[src/rtl/display_scan_gen.sv]
// Parametrised raster scan generator: H/V counters, syncs, data-enable, text-cell
// coordinates with per-frame vertical scroll, and a look-ahead fetch column.
module display_scan_gen #(
  parameter int unsigned H_ACTIVE  = 640,
  parameter int unsigned H_FP      = 16,
  parameter int unsigned H_SYNC    = 96,
  parameter int unsigned H_BP      = 48,
  parameter int unsigned V_ACTIVE  = 480,
  parameter int unsigned V_FP      = 10,
  parameter int unsigned V_SYNC    = 2,
  parameter int unsigned V_BP      = 33,
  parameter int unsigned HSZ       = 10,
  parameter int unsigned VSZ       = 10,
  parameter int unsigned CELL_W    = 8,
  parameter int unsigned CELL_H    = 8,
  parameter bit          HS_POL    = 1'b0,
  parameter bit          VS_POL    = 1'b0,
  parameter int unsigned LOOKAHEAD = 2,
  localparam int unsigned CWB      = $clog2(CELL_W),
  localparam int unsigned CHB      = $clog2(CELL_H)
) (
  input  logic               clk_i,
  input  logic               rst_i,
  input  logic               ce_i,
  input  logic [VSZ-1:0]     scroll_y_i,
  output logic [HSZ-1:0]     hcount_o,
  output logic [VSZ-1:0]     vcount_o,
  output logic               de_o,
  output logic               hsync_o,
  output logic               vsync_o,
  output logic               sol_o,
  output logic               sof_o,
  output logic [CWB-1:0]     glyph_col_o,
  output logic [CHB-1:0]     glyph_row_o,
  output logic [HSZ-CWB-1:0] text_col_o,
  output logic [VSZ-CHB-1:0] text_row_o,
  output logic               fetch_de_o,
  output logic [HSZ-CWB-1:0] fetch_col_o,
  output logic [15:0]        frame_cnt_o
);

  localparam int unsigned H_TOTAL = H_ACTIVE + H_FP + H_SYNC + H_BP;
  localparam int unsigned V_TOTAL = V_ACTIVE + V_FP + V_SYNC + V_BP;

  localparam logic [HSZ-1:0] H_LAST = HSZ'(H_TOTAL - 1);
  localparam logic [VSZ-1:0] V_LAST = VSZ'(V_TOTAL - 1);
  localparam logic [HSZ:0]   HA_W   = (HSZ+1)'(H_ACTIVE);
  localparam logic [HSZ:0]   HS_BEG = (HSZ+1)'(H_ACTIVE + H_FP);
  localparam logic [HSZ:0]   HS_END = (HSZ+1)'(H_ACTIVE + H_FP + H_SYNC);
  localparam logic [HSZ:0]   LA_W   = (HSZ+1)'(LOOKAHEAD);
  localparam logic [VSZ:0]   VA_W   = (VSZ+1)'(V_ACTIVE);
  localparam logic [VSZ:0]   VS_BEG = (VSZ+1)'(V_ACTIVE + V_FP);
  localparam logic [VSZ:0]   VS_END = (VSZ+1)'(V_ACTIVE + V_FP + V_SYNC);
  localparam logic [HSZ-CWB-1:0] FETCH_COL_RST = (HSZ-CWB)'(LOOKAHEAD / CELL_W);

  logic [HSZ-1:0] hcount_q, hcount_d;
  logic [VSZ-1:0] vcount_q, vcount_d;
  logic [VSZ-1:0] scroll_q, scroll_d;
  logic [15:0]    frame_q, frame_d;

  // Counter next-state; scroll is only sampled on frame wrap.
  always_comb begin
    hcount_d = hcount_q;
    vcount_d = vcount_q;
    scroll_d = scroll_q;
    frame_d  = frame_q;
    if (ce_i) begin
      if (hcount_q == H_LAST) begin
        hcount_d = '0;
        if (vcount_q == V_LAST) begin
          vcount_d = '0;
          frame_d  = frame_q + 16'd1;
          scroll_d = ({1'b0, scroll_y_i} < VA_W) ? scroll_y_i : '0;
        end else begin
          vcount_d = vcount_q + VSZ'(1);
        end
      end else begin
        hcount_d = hcount_q + HSZ'(1);
      end
    end
  end

  logic [HSZ:0]       h_ext, hn;
  logic [VSZ:0]       v_ext, v_sum, v_eff;
  logic               h_act, v_act;
  logic               de_d, hsync_d, vsync_d, sol_d, sof_d, fetch_de_d;
  logic [CWB-1:0]     glyph_col_d;
  logic [CHB-1:0]     glyph_row_d;
  logic [HSZ-CWB-1:0] text_col_d, fetch_col_d;
  logic [VSZ-CHB-1:0] text_row_d;

  // Outputs are decoded from the next counter values so they register in step with them.
  always_comb begin
    h_ext       = {1'b0, hcount_d};
    v_ext       = {1'b0, vcount_d};
    hn          = h_ext + LA_W;
    h_act       = h_ext < HA_W;
    v_act       = v_ext < VA_W;
    v_sum       = v_ext + {1'b0, scroll_d};
    v_eff       = (v_sum >= VA_W) ? (v_sum - VA_W) : v_sum;
    de_d        = h_act && v_act;
    hsync_d     = (h_ext >= HS_BEG && h_ext < HS_END) ? HS_POL : ~HS_POL;
    vsync_d     = (v_ext >= VS_BEG && v_ext < VS_END) ? VS_POL : ~VS_POL;
    sol_d       = (hcount_d == '0);
    sof_d       = sol_d && (vcount_d == '0);
    glyph_col_d = h_act ? hcount_d[CWB-1:0] : '0;
    text_col_d  = h_act ? hcount_d[HSZ-1:CWB] : '0;
    glyph_row_d = v_act ? v_eff[CHB-1:0] : '0;
    text_row_d  = v_act ? v_eff[VSZ-1:CHB] : '0;
    fetch_de_d  = (hn < HA_W) && v_act;
    fetch_col_d = fetch_de_d ? hn[HSZ-1:CWB] : '0;
  end

  logic unused_veff_msb;
  assign unused_veff_msb = v_eff[VSZ];

  always_ff @(posedge clk_i or posedge rst_i) begin
    if (rst_i) begin
      hcount_q    <= '0;
      vcount_q    <= '0;
      scroll_q    <= '0;
      frame_q     <= '0;
      de_o        <= 1'b1;
      hsync_o     <= ~HS_POL;
      vsync_o     <= ~VS_POL;
      sol_o       <= 1'b1;
      sof_o       <= 1'b1;
      glyph_col_o <= '0;
      glyph_row_o <= '0;
      text_col_o  <= '0;
      text_row_o  <= '0;
      fetch_de_o  <= 1'b1;
      fetch_col_o <= FETCH_COL_RST;
    end else begin
      hcount_q    <= hcount_d;
      vcount_q    <= vcount_d;
      scroll_q    <= scroll_d;
      frame_q     <= frame_d;
      de_o        <= de_d;
      hsync_o     <= hsync_d;
      vsync_o     <= vsync_d;
      sol_o       <= sol_d;
      sof_o       <= sof_d;
      glyph_col_o <= glyph_col_d;
      glyph_row_o <= glyph_row_d;
      text_col_o  <= text_col_d;
      text_row_o  <= text_row_d;
      fetch_de_o  <= fetch_de_d;
      fetch_col_o <= fetch_col_d;
    end
  end

  assign hcount_o    = hcount_q;
  assign vcount_o    = vcount_q;
  assign frame_cnt_o = frame_q;

endmodule

[config.mk]
export PLATFORM = sky130hd
export DESIGN_NAME = display_scan_gen
export DESIGN_NICKNAME = d
export VERILOG_FILES = /design/src/rtl/display_scan_gen.sv
export SDC_FILE = /design/constraint.sdc
export NUM_CORES = 1
export LEC_CHECK = 0
export CAP_MARGIN = 20
export CORE_UTILIZATION = 40
export DETAILED_ROUTE_END_ITERATION = 10
export GPL_ROUTABILITY_DRIVEN = 0
export SETUP_SLACK_MARGIN = 0.2
export SLEW_MARGIN = 20
export SYNTH_ARGS = -nofsm -noshare
export SYNTH_HDL_FRONTEND = slang
export SYNTH_SLANG_ARGS = --single-unit
[constraint.sdc]
create_clock -name clk_i -period 6.3 [get_ports clk_i]
set_clock_uncertainty 0.1 [all_clocks]
set_input_delay 1.26 -clock clk_i [delete_from_list [all_inputs] [get_ports clk_i]]
set_output_delay 1.26 -clock clk_i [all_outputs]
set_load 0.1 [all_outputs]
# --- Yosys cells after proc, flatten, opt, wreduce, memory -nomap -nowiden ---
# Index checks and enable logic that the tools add are counted.
totals:
  in_bits: 13
  regBits: 79
  elab_cells: 57
  out_inout_bits: 69
classes:
  n_eq_ne: 2
  order_cmp: 9
  addsub: 6
  n_mux: 17
  n_reduce_logical: 8
ops:
  columns: ["cell", "count"]
  rows:
  - ["2-to-1 mux 10 bit", 10]
  - ["less-than comparator 10 x 9 -> 1 bit, second input constant", 3]
  - ["2-to-1 mux 7 bit", 3]
  - ["adder 10 x 1 -> 10 bit, second input constant", 2]
  - ["equality test 10 bit, second input constant", 2]
  - ["logical NOT 10 bit", 2]
  - ["less-than comparator 10 bit, second input constant", 2]
  - ["adder 16 x 1 -> 16 bit, second input constant", 1]
  - ["adder 10 x 10 -> 11 bit", 1]
  - ["adder 10 x 2 -> 11 bit, second input constant", 1]
  - [">= comparator 11 x 9 -> 1 bit, second input constant", 1]
  - ["less-than comparator 11 x 10 -> 1 bit, second input constant", 1]
  - [">= comparator 10 bit, second input constant", 1]
  - [">= comparator 10 x 9 -> 1 bit, second input constant", 1]
  - ["subtractor 10 x 9 -> 10 bit, second input constant", 1]
  - ["2-to-1 mux 3 bit", 2]
  - ["logical AND 1 bit", 5]
  - ["AND reduction 3 bit", 1]
  - ["2-to-1 mux 1 bit", 2]

# --- Longest topological paths before layout ---
depth:
  depth_word: 9
  ltp_mapped: 21

# --- Worst setup path before layout ---
# Ideal clock, no wire load.
synth_timing:
  path_kind: "register to register"
  startpoint: "register hcount_q[1] (netlist: hcount_o[1])"
  endpoint: "register text_row_o[5]"
  t_arrival_ns: 5.059
  slack_ns: 1.059
  stages_incl_launch_ff: 18
  setup_time_ns: 0.082
  path_buffers: 3
  cell_sequence: "dfrtp_1 ha_1 or4b_4 buf_6 nor3_2 and2_1 buf_4 clkbuf_1 nand3_1 nand2_1 ha_1 nor2b_1 o2111a_1 o41ai_2 and3_1 o21ai_0 or4b_1 a31oi_1"
synth_between:
  elab_chain_cells: 7
  elab_cells_between_ends: 11
synth_rtl:
  columns: ["element", "line_no", "source"]
  rows:
  - ["from (decl)", "56", "logic [HSZ-1:0] hcount_q, hcount_d;"]
  - ["from (signal assigned)", "135", "hcount_q <= hcount_d;"]
  - ["equality test 10 bit (*)", "68", "if (hcount_q == H_LAST) begin"]
  - ["2-to-1 mux 10 bit (*)", "68", null]
  - ["2-to-1 mux 10 bit (*)", "67", "if (ce_i) begin"]
  - ["net scroll_d[2]", "58", "logic [VSZ-1:0] scroll_q, scroll_d;"]
  - ["adder 10 x 10 -> 11 bit (*)", "99", "v_sum = v_ext + {1'b0, scroll_d};"]
  - ["subtractor 10 x 9 -> 10 bit / >= comparator 11 x 9 -> 1 bit (equally long branches)", "100", "v_eff = (v_sum >= VA_W) ? (v_sum - VA_W) : v_sum;"]
  - ["2-to-1 mux 10 bit (*)", "100", null]
  - ["2-to-1 mux 7 bit (*)", "109", "text_row_d = v_act ? v_eff[VSZ-1:CHB] : '0;"]
  - ["net text_row_d[5]", "90", "logic [VSZ-CHB-1:0] text_row_d;"]
  - ["to (signal assigned)", "147", "text_row_o <= text_row_d;"]
  - ["to (decl)", "36", "output logic [VSZ-CHB-1:0] text_row_o,"]
# Mark *: on every way through the listed nets, which the timed path passes. The rest lies on a longest branch.
# A chain may end at the register's enable or synchronous reset.

# --- Worst setup path after layout ---
layout_timing:
  startpoint: "input ce_i"
  endpoint: "register text_row_o[5]"
layout_between:
  elab_chain_cells: 5
  elab_cells_between_ends: 8
layout_rtl:
  columns: ["element", "line_no", "source"]
  rows:
  - ["from (decl)", "24", "input logic ce_i,"]
  - ["2-to-1 mux 10 bit (*)", "67", null]
  - ["net vcount_d[2]", "57", "logic [VSZ-1:0] vcount_q, vcount_d;"]
  - ["adder 10 x 10 -> 11 bit", "99", null]
  - ["subtractor 10 x 9 -> 10 bit / >= comparator 11 x 9 -> 1 bit (equally long branches)", "100", null]
  - ["2-to-1 mux 10 bit", "100", null]
  - ["2-to-1 mux 7 bit (*)", "109", null]
  - ["net text_row_d[5]", "90", null]
# Marks and branches as above.

==> run summary <==
Routed length per instance: 15.2 um. The number of enable-type register cells in the synthesized netlist was 0; the summed negative setup slack over all endpoints was 0 ns. The worst-case headroom to the max-slew limit is 0.333, and the floorplan die height is 104 um. Before antenna repair, the detailed router went through 4 iterations.

The initial antenna violation count came out at 0. The tools report the required time reported for the critical path endpoint as 6.46 ns. The final worst-path cycle share works out to 0.856. The run gives 3,272 as the via count of the first global-routing pass. For this design the ratio of total power to cell area is 321 mW/mm2. The first-pass GRT wire length was 16.4 mm; the vias after detailed routing was 3,337. The die area is 0.0108 mm2, and the total inserted antenna cells is 0. For this design, the sink count on the clock tree is 79. The cell count after synthesis came out at 415. TritonCTS built the clock tree. Number of buffers created by CTS: 9.

In the routed layout, each cell is associated on average with a via count of 5.22. Count of non-filler cells in the finished layout: 639. The tool flagged a number of max-cap violations equal to 0. The pin slew with the least headroom to its limit came out at 0.998 ns. Among all flip-flop cells after synthesis, the most frequent one is sky130_fd_sc_hd__dfrtp_1. The share of synthesized area occupied by flip-flops and latches came out at 0.475. The total nets after synthesis was 444.

Once placement finished, the instance area stood at 0.00512 mm2. Once placement completed, the tool counted placed cells totaling 623. Setup violations remaining at the end of the flow were counted as 0.

Share of post-route cells with drive strength above 1: 0.0850. Detailed placement ended at an HPWL of 7.33 mm. Buffers placed on the I/O ports in this run total 81. The clock transition at the registers of the reported paths is 0.08 ns, and the pin count of the biggest net entering global routing is 44. The detailed router finished its first iteration with 126 violations. The critical path class is primary input to flop. Post-route worst hold slack: 0.373 ns. The die is 104 um wide.

Endpoint class of the critical path: a flop. The finished cells cover 0.00530 mm2. The longest clock path from root to sink contains 2 buffers. After clock tree synthesis, the repair step resized 0 gates.

For the number of nets in the layout, the log shows 530. Compared with the post-synthesis result, the final layout area differs by 27.0%. At the later pin of the worst-skew pair, clock insertion delay measures 0.35 ns.

For this run, design rule violations remaining after detail routing come to 0. After floorplanning, the core was sized to cover 0.00995 mm2. The run gives 0 as the antenna violation net count after detailed routing.

VDD sags by at most 0.360 mV. The cell area after synthesis was 0.00417 mm2. For this design, the CTS-stage hold fixing added 0 buffers. The total overflow left after global routing is 0.

Flop and latch count out of synthesis: 79. The tightest min-delay check is of the flop to flop type. The count of distinct cell types in the synthesized netlist was 67. The analysis attributes to cell leakage a power of 0.00235 uW. Setup repair after global routing left no endpoint under its margin. The hold violation count in the final report is 0, and the maximum fanout encountered on the critical timing path is 11. For the worst setup path, the data arrival time is 5.55 ns. The run finished with clean final reports. The worst path needs 5.39 ns of the cycle, external delays included. The run gives 0 as the number of warning messages in the yosys log. For this block, the routed nets add up to 9.70 mm of wire.

The overall track demand over capacity in global routing is 0.189, and the top-level port count is 82. Derived from the worst setup path, the maximum achievable clock frequency is 185 MHz. The tools report the effective utilization at floorplan as 0.419. The floorplan has 36 rows. For the total count of max-transition violations in the final report, the log shows 0.

The mean instance size in the synthesized netlist was 10.1 um2. The fraction of registers with async set or reset after synthesis works out to 1.00. STA classifies the critical path startpoint as a primary input. The clock tree synthesis step divided the H-tree into 3 levels. The cell sitting at the root of the clock tree is a sky130_fd_sc_hd__clkbuf_8. Buffers added to address setup during post-CTS repair amount to 0.
[critical path, stage by stage]
cell	delay [ns]
sky130_fd_sc_hd__clkdlybuf4s50_1	0.68
sky130_fd_sc_hd__nand4_1	0.23
sky130_fd_sc_hd__or3_1	0.48
sky130_fd_sc_hd__nor2_1	0.27
sky130_fd_sc_hd__nand2_1	0.08
sky130_fd_sc_hd__o21ai_0	0.22
sky130_fd_sc_hd__ha_1	0.33
sky130_fd_sc_hd__nor2b_1	0.17
sky130_fd_sc_hd__o2111a_1	0.28
sky130_fd_sc_hd__o41ai_2	0.50
sky130_fd_sc_hd__and3_1	0.27
sky130_fd_sc_hd__o21ai_0	0.14
sky130_fd_sc_hd__or4b_1	0.48
sky130_fd_sc_hd__a31oi_1	0.16
[area by class of cell]
type,instances,area [um2]
clock buffers,12,155
clock inverters,4,30.0
fillers,929,4650
inverters,16,60.1
multi-input cells,309,2060
flip-flops and latches,79,1980
well taps,133,166
repair buffers,86,848
[routing by layer]
layer,vias up,share of wire,global-route usage
li1,1638,-,-
met1,1603,0.46,0.248
met2,84,0.49,0.318
met3,12,0.035,0.0244
met4,0,0.018,0.0745
met5,-,0,0
[cells in the mapped netlist, types with 3 or more instances]
| master | count | share of area |
|---|---|---|
| sky130_fd_sc_hd__a21boi_0 | 3 | 0.0054 |
| sky130_fd_sc_hd__and2_1 | 7 | 0.010 |
| sky130_fd_sc_hd__nor2_1 | 36 | 0.032 |
| sky130_fd_sc_hd__nor3b_1 | 5 | 0.0090 |
| sky130_fd_sc_hd__a211oi_1 | 3 | 0.0054 |
| sky130_fd_sc_hd__and3_1 | 9 | 0.013 |
| sky130_fd_sc_hd__or3_1 | 5 | 0.0075 |
| sky130_fd_sc_hd__nand4_1 | 12 | 0.018 |
| sky130_fd_sc_hd__buf_6 | 3 | 0.0081 |
| sky130_fd_sc_hd__xnor2_1 | 21 | 0.044 |
| sky130_fd_sc_hd__o21ai_0 | 16 | 0.019 |
| sky130_fd_sc_hd__xor2_1 | 12 | 0.025 |
| sky130_fd_sc_hd__inv_1 | 16 | 0.014 |
| sky130_fd_sc_hd__dfrtp_1 | 73 | 0.44 |
| sky130_fd_sc_hd__dfstp_2 | 6 | 0.038 |
| sky130_fd_sc_hd__ha_1 | 15 | 0.045 |
| sky130_fd_sc_hd__nor3_1 | 10 | 0.012 |
| sky130_fd_sc_hd__and4_1 | 3 | 0.0063 |
| sky130_fd_sc_hd__clkbuf_1 | 6 | 0.0054 |
| sky130_fd_sc_hd__o211ai_1 | 4 | 0.0072 |
| sky130_fd_sc_hd__nand2_1 | 51 | 0.046 |
| sky130_fd_sc_hd__a21oi_1 | 13 | 0.016 |
| sky130_fd_sc_hd__nand3_1 | 24 | 0.029 |
| sky130_fd_sc_hd__nor2b_1 | 7 | 0.010 |
| sky130_fd_sc_hd__a21o_1 | 4 | 0.0072 |
[flip-flops by register name, summed over array words and instances, names as in the netlist]
signal / flops
de_o: 1
scroll_q: 10
sof_o: 1
glyph_row_o: 3
hcount_o: 10
glyph_col_o: 3
text_col_o: 7
text_row_o: 7
sol_o: 1
vsync_o: 1
vcount_o: 10
fetch_de_o: 1
fetch_col_o: 7
frame_cnt_o: 16
hsync_o: 1
[power by group]
| part | internal [uW] | leakage, uW | switching, uW |
|---|---|---|---|
| clock network | 165 | 0.0000809 | 184 |
| logic | 176 | 0.00125 | 559 |
| registers | 562 | 0.00102 | 56.1 |
[worst paths after layout]
path | from | endpoint | slack (ns) | cells past startpoint
worst min-delay path | frame_cnt_o[15] | frame_cnt_o[15] | 0.37 | 1
worst min register to register | frame_cnt_o[15] | frame_cnt_o[15] | 0.37 | 1
max in group asynchronous | rst_i | fetch_de_o | 3.75 | 3
worst max register to register | hcount_o[1] | text_row_o[5] | 1.43 | 14
min in group asynchronous | rst_i | frame_cnt_o[15] | 1.33 | 2
worst max-delay path | ce_i | text_row_o[5] | 0.91 | 14
[through the flow]
stage	setup slack, ns	util	total power, uW
floorplan	1.06	-	1200
global placement	0.705	0.514	1360
detailed placement	0.615	0.514	1360
CTS	0.963	0.533	1720
global route	0.568	0.533	1780
finish	0.908	0.533	1700
[placed cells by master, fill, tap and decap left out, types with 3 or more instances in the layout]
cell,synthesis,final
sky130_fd_sc_hd__or3_1,5,5
sky130_fd_sc_hd__o211ai_1,4,4
sky130_fd_sc_hd__o21ai_0,16,16
sky130_fd_sc_hd__clkdlybuf4s50_1,0,81
sky130_fd_sc_hd__nor2b_1,7,7
sky130_fd_sc_hd__nand4_1,12,12
sky130_fd_sc_hd__xor2_1,12,12
sky130_fd_sc_hd__and3_1,9,9
sky130_fd_sc_hd__inv_1,16,15
sky130_fd_sc_hd__clkinvlp_4,0,4
sky130_fd_sc_hd__ha_1,15,15
sky130_fd_sc_hd__a21o_1,4,4
sky130_fd_sc_hd__buf_4,2,5
sky130_fd_sc_hd__nand2_1,51,51
sky130_fd_sc_hd__dfrtp_1,73,73
sky130_fd_sc_hd__a21oi_1,13,13
sky130_fd_sc_hd__a21boi_0,3,3
sky130_fd_sc_hd__xnor2_1,21,21
sky130_fd_sc_hd__dfstp_2,6,6
sky130_fd_sc_hd__a211oi_1,3,3
sky130_fd_sc_hd__nor3_1,10,10
sky130_fd_sc_hd__nor2_1,36,36
sky130_fd_sc_hd__and4_1,3,3
sky130_fd_sc_hd__nor3b_1,5,5
sky130_fd_sc_hd__and2_1,7,7
sky130_fd_sc_hd__clkbuf_8,0,11
sky130_fd_sc_hd__nand3_1,24,24
[cells by family after synthesis]
| group | after synthesis | share of synthesized area |
|---|---|---|
| AND/OR/NAND/NOR | 190 | 0.242 |
| flip-flops | 79 | 0.475 |
| AO/OA/AOI/OAI | 65 | 0.112 |
| XOR/XNOR | 35 | 0.0812 |
| buffers and inverters | 27 | 0.0315 |
| adder cells (fa/ha/maj) | 16 | 0.0498 |
| multiplexers | 3 | 0.00749 |
Power figures use the tool's default switching activity.
